**src/rtl/nn_wbm_pkg.sv**
```systemverilog
// Shared types and default widths for the NN Wishbone initiator.
package nn_wbm_pkg;

    localparam int NN_WBM_ADDR_W = 32;
    localparam int NN_WBM_DATA_W = 32;
    // Width of the optional ack-timeout counter.
    localparam int NN_WBM_TO_W   = 16;

    typedef enum logic [1:0] {
        IDLE = 2'd0,
        BUS  = 2'd1,
        RESP = 2'd2
    } wbm_state_e;

endpackage

```
**src/rtl/nn_wbm_timeout.sv**
```systemverilog
// Ack-timeout counter: cleared when a transfer starts, counts each BUS
// cycle, flags the last allowed cycle. Only built with NN_WBM_TIMEOUT_EN.
module nn_wbm_timeout
    import nn_wbm_pkg::*;
#(
    parameter int TIMEOUT_CYCLES = 255
) (
    input  logic clk,
    input  logic rst_l,
    input  logic clr,
    input  logic en,
    output logic tc
);

    // Terminal value is one less than the limit because the first BUS
    // cycle sees a count of zero.
    localparam logic [NN_WBM_TO_W-1:0] LAST = NN_WBM_TO_W'(TIMEOUT_CYCLES - 1);

    logic [NN_WBM_TO_W-1:0] cnt;

    // Count BUS cycles since the transfer was issued.
    always_ff @(posedge clk or negedge rst_l) begin
        if (!rst_l)    cnt <= '0;
        else if (clr)  cnt <= '0;
        else if (en)   cnt <= cnt + 1'b1;
    end

    assign tc = en && (cnt == LAST);

endmodule

```
**src/rtl/nn_wb_master.sv**
```systemverilog
// Wishbone classic single-cycle initiator for the NN slave port.
// One valid/ready command -> one Wishbone read/write -> one response.
// Optional ack timeout: define NN_WBM_TIMEOUT_EN.
module nn_wb_master
    import nn_wbm_pkg::*;
#(
    parameter int ADDR_W         = NN_WBM_ADDR_W,
    parameter int DATA_W         = NN_WBM_DATA_W,
    parameter int TIMEOUT_CYCLES = 255
) (
    input  logic                clk,
    input  logic                rst_l,
    input  logic                cmd_valid,
    output logic                cmd_ready,
    input  logic                cmd_we,
    input  logic [ADDR_W-1:0]   cmd_adr,
    input  logic [DATA_W-1:0]   cmd_dat,
    input  logic [DATA_W/8-1:0] cmd_sel,
    output logic                rsp_valid,
    input  logic                rsp_ready,
    output logic [DATA_W-1:0]   rsp_dat,
    output logic                rsp_err,
    output logic                wbm_cyc_o,
    output logic                wbm_stb_o,
    output logic                wbm_we_o,
    output logic [ADDR_W-1:0]   wbm_adr_o,
    output logic [DATA_W-1:0]   wbm_dat_o,
    output logic [DATA_W/8-1:0] wbm_sel_o,
    input  logic [DATA_W-1:0]   wbm_dat_i,
    input  logic                wbm_ack_i
);

    wbm_state_e state, state_d;
    logic       cyc_q, rdy_q, rvld_q;
    logic       hs, done_ack, done_to, to_tc;

    assign hs       = (state == IDLE) && cmd_valid && rdy_q;
    assign done_ack = (state == BUS) && wbm_ack_i;
    assign done_to  = (state == BUS) && !wbm_ack_i && to_tc;

    // State register.
    always_ff @(posedge clk or negedge rst_l) begin
        if (!rst_l) state <= IDLE;
        else        state <= state_d;
    end

    // Next state: ack beats a same-cycle timeout.
    always_comb begin
        state_d = state;
        case (state)
            IDLE:    if (hs) state_d = BUS;
            BUS:     if (done_ack || done_to) state_d = RESP;
            RESP:    if (rsp_ready) state_d = IDLE;
            default: state_d = IDLE;
        endcase
    end

    // Registered handshake/bus outputs; cmd_ready stays low through reset
    // and rises on the first clock after release.
    always_ff @(posedge clk or negedge rst_l) begin
        if (!rst_l) begin
            rdy_q     <= 1'b0;
            cyc_q     <= 1'b0;
            rvld_q    <= 1'b0;
            wbm_we_o  <= 1'b0;
            wbm_adr_o <= '0;
            wbm_dat_o <= '0;
            wbm_sel_o <= '0;
            rsp_dat   <= '0;
        end else begin
            rdy_q <= (state_d == IDLE);
            if (hs) begin
                cyc_q     <= 1'b1;
                wbm_we_o  <= cmd_we;
                wbm_adr_o <= cmd_adr;
                wbm_dat_o <= cmd_dat;
                wbm_sel_o <= cmd_sel;
            end
            if (done_ack || done_to) begin
                cyc_q    <= 1'b0;
                wbm_we_o <= 1'b0;
                rvld_q   <= 1'b1;
                rsp_dat  <= (done_ack && !wbm_we_o) ? wbm_dat_i : '0;
            end
            if ((state == RESP) && rsp_ready) rvld_q <= 1'b0;
        end
    end

    assign cmd_ready = rdy_q;
    assign rsp_valid = rvld_q;
    assign wbm_cyc_o = cyc_q;
    assign wbm_stb_o = cyc_q;

`ifdef NN_WBM_TIMEOUT_EN
    logic err_q;

    nn_wbm_timeout #(.TIMEOUT_CYCLES(TIMEOUT_CYCLES)) u_to (
        .clk   (clk),
        .rst_l (rst_l),
        .clr   (hs),
        .en    (state == BUS),
        .tc    (to_tc)
    );

    // Error flag follows the way the last transfer ended.
    always_ff @(posedge clk or negedge rst_l) begin
        if (!rst_l)                    err_q <= 1'b0;
        else if (done_ack || done_to)  err_q <= done_to;
    end

    assign rsp_err = err_q;
`else
    // Without the timeout BUS waits for ack forever; the limit is unused.
    logic unused_to;
    assign unused_to = ^TIMEOUT_CYCLES;
    assign to_tc     = 1'b0;
    assign rsp_err   = 1'b0;
`endif

endmodule

```
**config.mk**
```make
export PLATFORM = sky130hd
export DESIGN_NAME = nn_wb_master
export DESIGN_NICKNAME = d
export VERILOG_FILES = /design/src/rtl/nn_wbm_pkg.sv /design/src/rtl/nn_wbm_timeout.sv /design/src/rtl/nn_wb_master.sv
export SDC_FILE = /design/constraint.sdc
export NUM_CORES = 1
export LEC_CHECK = 0
export BUFFER_PORTS_ARGS = -buffer_cell sky130_fd_sc_hd__buf_4
export CELL_PAD_IN_SITES_DETAIL_PLACEMENT = 1
export CELL_PAD_IN_SITES_GLOBAL_PLACEMENT = 2
export CORE_UTILIZATION = 28
export DETAILED_ROUTE_END_ITERATION = 8
export PLACE_DENSITY_LB_ADDON = 0.12
export SLEW_MARGIN = 20
export SYNTH_ARGS = -nofsm -noshare
export SYNTH_HDL_FRONTEND = slang
export SYNTH_SLANG_ARGS = --single-unit
```
**constraint.sdc**
```tcl
create_clock -name clk -period 1.8 [get_ports clk]
set_input_delay 0.09 -clock clk [delete_from_list [all_inputs] [get_ports clk]]
set_output_delay 0.09 -clock clk [all_outputs]
set_load 0.01 [all_outputs]
```
# --- Word level (Yosys, flattened, before mapping) ---
# Cells that the tools add are included.
totals:
  reg_bits: 106
  word_cells: 32
op_classes:
  eq_ne: 2
  reduce_logical: 10
  muxes: 11
op_table:
  columns: ["cell", "n"]
  rows:
  - ["$mux 32", 1]
  - ["$mux 1", 6]
  - ["$mux 2", 3]
  - ["$pmux 2 s3", 1]
  - ["$logic_and 1x1->1", 5]
  - ["$logic_not 2->1", 2]
  - ["$reduce_bool 2->1", 2]
  - ["$eq 2x1->1 const B", 1]
  - ["$eq 2x2->1 const B", 1]
  - ["$logic_not 1->1", 1]

# --- Logic depth before layout (Yosys ltp) ---
# Gate-level depths: netlist of the first run.
depth:
  depth_word: 6
  mapped_depth: 5
  ltp_nobuf: 3

# --- Least setup slack after synthesis of the first run ---
# Ideal clock, no wire load.
synth_timing:
  kind: "reg2reg"
  from: "register state[1]"
  to: "register wbm_adr_o[0]"
  synth_period_minus_slack_ns: 1.514
  t_arrival_ns: 1.390
  setup_slack_ns: 0.286
  required_ns: 1.675
  stages_incl_launch_ff: 5
  path_cell_list: "dfrtp_1 nor4bb_2 buf_6 buf_12 mux2_2"
synth_via:
  elab_chain_cells: 3
synth_lines:
  columns: ["element", "line_no", "text"]
  rows:
  - ["start, declared", "nn_wb_master.sv:33", "wbm_state_e state, state_d;"]
  - ["start signal, assigned", "nn_wb_master.sv:44", "else state <= state_d;"]
  - ["$logic_not 2->1", "nn_wb_master.sv:37", "assign hs = (state == IDLE) && cmd_valid && rdy_q;"]
  - ["$logic_and 1x1->1 (2 in a row)", "nn_wb_master.sv:37", null]
  - ["end signal, assigned", "nn_wb_master.sv:75", "wbm_adr_o <= cmd_adr;"]
  - ["end, declared", "nn_wb_master.sv:26", "output logic [ADDR_W-1:0] wbm_adr_o,"]
# No other way between the ends.
# A chain may end at the register's enable or synchronous reset.

# --- Worst setup path in the final report of the first run ---
layout_timing:
  from: "register state[0]"
  to: "register wbm_dat_o[17]"
layout_via:
  elab_chain_cells: 3
layout_lines:
  columns: ["element", "line_no", "text"]
  rows:
  - ["$logic_not 2->1", "nn_wb_master.sv:37", null]
  - ["$logic_and 1x1->1 (2 in a row)", "nn_wb_master.sv:37", null]
  - ["end signal, assigned", "nn_wb_master.sv:76", "wbm_dat_o <= cmd_dat;"]
  - ["end, declared", "nn_wb_master.sv:27", "output logic [DATA_W-1:0] wbm_dat_o,"]
# No other way between the ends.

==> results of run 1 <==
==> power groups by stage <==
stage | combinational, mW | clock (mW) | sequential [mW]
after floorplan | 1.98 | 0 | 4.69
after global placement | 4.70 | 0 | 4.15
after detailed placement | 4.78 | 0 | 4.21
after CTS | 4.95 | 2.04 | 4.16
after global routing | 5.39 | 2.11 | 4.34
final | 4.96 | 1.95 | 4.16
==> logic make-up after synthesis <==
logic type | count (synthesis)
DFF | 106
and+or+nand+nor | 74
muxes | 69
AOI/OAI and AO/OA | 37
buffers and inverters | 22
other | 1
==> worst register-to-register path: cells and delay by family, from the launching register on <==
kind	cells	cell delay (ps)
muxes	1	390
DFF	1	460
and+or+nand+nor	1	320
buffers and inverters	2	440
==> final cells by class <==
cell class / instances / area [µm²] / area share [%]
Sequential cell: 106 / 2653 / 37.01
Timing Repair Buffer: 311 / 2635 / 36.77
Clock inverter: 3 / 40.04 / 0.5587
Tap cell: 184 / 230.2 / 3.212
Multi-Input combinational cell: 181 / 1355 / 18.91
Clock buffer: 12 / 246.5 / 3.439
Inverter: 2 / 7.507 / 0.1047
==> Yosys cell counts, drive strengths merged <==
master and count:
inv 2, conb 1, mux2 68, nand3b 1, nand2b 33, buf 14
nand2 34, nor4bb 1, o21ai 34, a21oi 2, mux2i 1, o21bai 1
and2 1, dfrtp 106, clkbuf 6, nor2 4
==> worst paths after layout <==
path / endpoint / cells past startpoint
hold / removal: rsp_dat[5] / 3
max in group asynchronous: rsp_dat[21] / 3
min in group asynchronous: wbm_adr_o[20] / 2
setup / recovery: wbm_dat_o[17] / 4
hold reg to reg: rsp_dat[28] / 2
setup reg to reg: wbm_dat_o[17] / 4
==> metal layers <==
metal | part of all wire [%] | wire length (µm) | vias to the layer above
met5 | 0 | 0 | -
li1 | - | - | 1630
met1 | 42 | 5126 | 1650
met3 | 7.5 | 922 | 15
met4 | 1.7 | 210 | 0
met2 | 49 | 6000 | 135
==> through the flow <==
stage          area, µm²  util (%)  std cells  hold WS (ps)
2_1_floorplan       4217         -        309        -205.6
3_3_place_gp        5917     40.56        689        -95.13
3_5_place_dp        5917     40.56        689        -93.96
4_1_cts             7134     48.90        797         1.189
5_1_grt             7167     49.13        799         4.459
6_report            7167     49.13        799         13.74
==> state kept, by name (all words and copies together) (netlist names), 2 cells and up <==
signal / count
wbm_adr_o: 32
wbm_sel_o: 4
wbm_dat_o: 32
state: 2
rsp_dat: 32
==> repair_timing <==
| action | 4_1_cts | 5_1_grt |
|---|---|---|
| endpoints found under the hold margin | 198 | 0 |
| gates resized for setup | 0 | 4 |
| hold buffers | 93 | 0 |
| endpoints found under the setup margin | 0 | 56 |
| setup buffers | 0 | 1 |
==> flow_summary.toml, run 1 <==
[status]
run_status = "complete, no violations"

[cells_and_area]
share_of_layout_cells_above_drive_strength_1_pct = 48.78
nets = 717
flow.area_growth_from_synthesis_pct = 69.97
n_antenna_cell = 0
final_cell_mix = "buf_4, dfrtp_1, dlygate4sd3_1"
fillers = 1545
mostFrequentLayoutCell = "buf_4"

[critical_path]
cp_slowest_stage_delay_ps = 460
reg2reg_setup_slack_ps = 70
cp_data_required_time_ps = 2020
timing.critical_path.fanout_max = 32
critical_path.slowest_cell = "dfrtp_1"
startpoint_of_the_lowest_slack_register_to_register_path = "state[0]"
critical_path.cell_chain = "nor4bb_4 -> buf_4 -> clkbuf_16 -> mux2_2"
critPathCaptureType = "register"
crit_path_start = "state[0]"
critPathLaunchType = "register"
largest_delay_share_family_worst_path = "flip-flops"
critPathBufInv = 2
critPathKind = "register to register"
cp_data_arrival_time_ps = 1950

[timing]
post-route-worst-setup-slack_ps = 69.72
fin_skew_ps = 4.811
final_min_period_over_clock_period_pct = 96.13
rsz0062_at_grt = "no"
period_needed_ps = 1730
final-setup-viol-count = 0
setup_total_negative_slack_ps = 0
hold_violations = 0
max_freq_ghz = 0.5779
final-max-slew-violation-count = 0

[drt]
first_pass_detailed_route_iteration_total = 4
wl_per_cell_um = 15.34
detail_route.drc_violations = 0
routed_via_density = 4.293
vias = 3430
drt-initial-drc-count = 53
routed_wl_mm = 12.26
detail-route-antenna-nets = 0

[grt]
grt_overflow_total = 0
gr-max-usage-layer = "met2"
grt_use_met3_pct = 4.596
maximum_number_of_pins_on_one_net_before_global_route_repair = 67
global_route_wire_length_before_repair_mm = 20.06
first_global_vias = 3736
number_of_antenna_violations_at_the_first_check_in_global_routing = 0
global_route.usage.met1_pct = 20.49
grt.total_usage_pct = 16.25
grt_util_met2_pct = 26.19

[power_and_ir_drop]
totalPowerFinal_mw = 11.07
p_int_mw = 7.514
total_switching_power_mw = 3.556
power.sequential.fraction_pct = 37.6
netSwitchingFraction_pct = 32.13
vdd_ir_drop_max_mv = 0.5075
power.clock.fraction_pct = 17.6
total_leakage_power_nw = 3.415
power_density_mw_per_mm2 = 1545
power.share.combinational_pct = 44.8

[placement]
numPortBuffers = 210
pre_cts_slack_ps = 60.64
gp_congestion = 0.7077
dp.final_hpwl_mm = 7.703

[synth]
synth.distinct_cells = 20
netlist_area_mm2 = 0.004217
synthDominantAreaCellType = "dfrtp_1"
synth_adder_area_share_pct = 0
main_combinational_cell_family_by_area_after_synthesis = "multiplexers"
postSynthNetCount = 415
post_synth_main_area_contributors = "dfrtp_1, mux2_2, nand2b_1"
synth_area_in_compound_gates_pct = 4.451
synth_top_cell_area_share_pct = 62.91
synth_simple_gate_area_share_pct = 8.991
synth_xor_area_share_pct = 0
yosys-mux-area-fraction_pct = 18.40
yosysSeqAreaShare_pct = 62.91
netlist_instances = 309
average_cell_area_after_synthesis_um2 = 13.65
flip_flop_and_latch_count_after_synthesis = 106
yosys_warnings = 0

[min_path]
hold_start = "wbm_dat_i[5]"
timing.hold.worst.class = "input pin to register"

[flow_run]
max-cap-violations = 0

[clock_network]
cts_buffer_depth = 2
cts.sink_count = 106
numCtsBuffers = 9
cts-root-buf = "clkbuf_16"
cts_max_level = 3
cts_tree = "done"
worstSkewPairLatency_ps = 340
path_clk_slew_ps = 70

[floorplan]
placement_rows = 44
initial_core_util_pct = 28.90
dieWidth_um = 124.7
chipHeight_um = 124.7
floorplan.die_area_mm2 = 0.01555
ioPinCount = 212
core_area_mm2 = 0.01459
No activity file was read; power rests on OpenSTA's default activity.
==> run 2, diff against run 1 <==
- ABC_AREA: default -> 1
- ABC_CLOCK_PERIOD_IN_PS: default -> 1800
- CORE_UTILIZATION: 28 -> 25
==> flow_summary.toml, run 2 <==
[clock_network]
cts_buffer_depth = 2
cts_post_setup_buffers_inserted = 0
cts.repair.resized = 0
cts_max_level = 3
numCtsBuffers = 9
cts.sink_count = 106
cts_hold_repair.buffers = 92
cts_tree = "done"
path_clk_slew_ps = 70
cts-root-buf = "clkbuf_16"
worstSkewPairLatency_ps = 340

[drt]
drt-initial-drc-count = 202
first_pass_detailed_route_iteration_total = 4
detail-route-antenna-nets = 0
routed_wl_mm = 15.18
detail_route.drc_violations = 0
vias = 4380
routed_via_density = 4.479
wl_per_cell_um = 15.52

[power_and_ir_drop]
power_density_mw_per_mm2 = 1574
power.share.combinational_pct = 44.5
netSwitchingFraction_pct = 37.88
total_leakage_power_nw = 3.884
power.sequential.fraction_pct = 36.0
p_int_mw = 7.120
vdd_ir_drop_max_mv = 0.6231
total_switching_power_mw = 4.341
power.clock.fraction_pct = 19.5

[timing]
final-max-slew-violation-count = 0
final_min_period_over_clock_period_pct = 75.88
hold_violations = 0
fin_skew_ps = 5.306
setup_total_negative_slack_ps = 0
max_freq_ghz = 0.7321
rsz0062_at_grt = "no"
period_needed_ps = 1366
final-setup-viol-count = 0
post-route-worst-setup-slack_ps = 434.1

[synth]
yosys_warnings = 0
netlist_area_mm2 = 0.004233
postSynthNetCount = 573
synth-edff-count = 0
yosys.cell_count.top_type = "nand2_1"
postSynth.asyncResetShare_pct = 100.0
flip_flop_and_latch_count_after_synthesis = 106
synthDominantAreaCellType = "dfrtp_1"
main_synth_ff_type = "dfrtp_1"
post_synth_main_area_contributors = "dfrtp_1, nand2_1, nand3_1"
synth.distinct_cells = 17
yosysSeqAreaShare_pct = 62.67
synth_common_cells = "nand2_1, dfrtp_1, nand3_1, nand4_1, buf_2"
average_cell_area_after_synthesis_um2 = 9.064
synth_top_cell_area_share_pct = 62.67
netlist_instances = 467

[min_path]
hold_path_depth = 3
timing.hold.worst.class = "input pin to register"

[cells_and_area]
mostFrequentLayoutCell = "buf_4"
final_cell_mix = "buf_4, nand2_1, dfrtp_1"
flow.area_growth_from_synthesis_pct = 71.98
share_of_layout_cells_above_drive_strength_1_pct = 31.66
biggest_registers_after_layout = "rsp_dat x32, wbm_adr_o x32, wbm_dat_o x32"
n_antenna_cell = 0
nets = 862

[grt]
maximum_number_of_pins_on_one_net_before_global_route_repair = 50
first_global_vias = 4789
number_of_antenna_violations_at_the_first_check_in_global_routing = 0
grt.total_usage_pct = 17.78
grt_overflow_total = 0
global_route_wire_length_before_repair_mm = 24.45

[critical_path]
timing.critical_path.fanout_max = 38
critPathCaptureType = "register"
startpoint_of_the_lowest_slack_register_to_register_path = "state[1]"
critPathBufInv = 1
worstReg2RegEnd = "wbm_dat_o[22]"
crit_path_start = "state[1]"
cells_on_worst_reg2reg_path = 4
critPathKind = "register to register"
critical_path.slowest_cell = "dfrtp_1"
critPathLaunchType = "register"
critical_path.cell_chain = "nor2_4 -> buf_4 -> nand3_1 -> nand2_1"
cp_data_required_time_ps = 2080
critical_path.endpoint = "wbm_dat_o[22]"
cp_data_arrival_time_ps = 1650
worstSetupPathDepth = 4
largest_delay_share_family_worst_path = "flip-flops"
cp_slowest_stage_delay_ps = 450
reg2reg_setup_slack_ps = 430

[placement]
pre_cts_slack_ps = 466.4
numPortBuffers = 210
dp.final_hpwl_mm = 9.665
gp_congestion = 0.7336

[floorplan]
ioPinCount = 212
core_area_mm2 = 0.01658
dieWidth_um = 132.1
chipHeight_um = 132.1
floorplan.die_area_mm2 = 0.01746
initial_core_util_pct = 25.52
placement_rows = 47

[flow_run]
max-cap-violations = 0

[status]
run_status = "complete, no violations"
run 2: cell types whose count changed in the layout (fill, tap and decap cells not counted), moves of 3 or more:
cell	before	now
nand2_1	34	208
inv_1	2	5
nand2b_1	33	0
nand4_1	0	32
buf_4	213	220
mux2_2	68	0
nor2_1	4	1
o21ai_0	34	1
nand3_1	0	72
run 2: worst min-delay path, cell delays in order:
cell and delay, ps:
buf_4 80, nand4_1 80, nand2_1 70
run 2: routing by layer:
metal  global-route usage, %  up-vias  wire length (µm)
met2                   30.72      138              7554
met3                   4.229       24               902
met5                       0        -                 0
li1                        -     2083                 -
met4                   7.817        0               371
met1                   20.98     2135              6355
run 2: through the flow:
stage | hold WS (ps) | instance area, µm² | power, mW | util, % | instances
floorplan | -205.6 | 4233 | 6.506 | - | 467
global placement | 68.75 | 6030 | 9.025 | 36.36 | 873
detailed placement | 72.90 | 6030 | 9.172 | 36.36 | 873
CTS | 1.164 | 7279 | 11.64 | 43.90 | 978
global route | 18.91 | 7279 | 12.31 | 43.90 | 978
finish | 11.22 | 7279 | 11.46 | 43.90 | 978
run 2: logic make-up after synthesis:
| family | share of synthesized area (%) |
|---|---|
| compound gates | 0.1181 |
| buf+inv | 4.552 |
| flops | 62.67 |
| other cells | 0.08859 |
| simple gates | 32.57 |
run 2: layout make-up:
cell class                 instances  area (µm²)
fill                            1922        9304
clock inverter                     3       90.09
multi-input combinational        319        1388
sequential                       106        2653
clock buffer                      10       239.0
tap                              220       275.3
inverter                           6       22.52
timing repair buffer             314        2613
run 2: power groups by stage:
| stage | Clock, mW | Sequential [mW] | Combinational, mW |
|---|---|---|---|
| 2_1_floorplan | 0 | 4.58 | 1.92 |
| 3_3_place_gp | 0 | 4.11 | 4.92 |
| 3_5_place_dp | 0 | 4.16 | 5.01 |
| 4_1_cts | 2.33 | 4.13 | 5.18 |
| 5_1_grt | 2.42 | 4.27 | 5.62 |
| 6_report | 2.23 | 4.13 | 5.10 |
run 2: worst min path at each step:
| stage | slack [ps] | from | endpoint |
|---|---|---|---|
| 3_3_place_gp | 70 | rst_l | rsp_dat[16] |
| 2_1_floorplan | -210 | rst_l | cmd_ready |
| 3_5_place_dp | 70 | rst_l | rsp_dat[16] |
| 6_report | 10 | wbm_dat_i[19] | rsp_dat[19] |
| 4_1_cts | 1 | wbm_dat_i[11] | rsp_dat[11] |
| 5_1_grt | 20 | wbm_dat_i[31] | rsp_dat[31] |
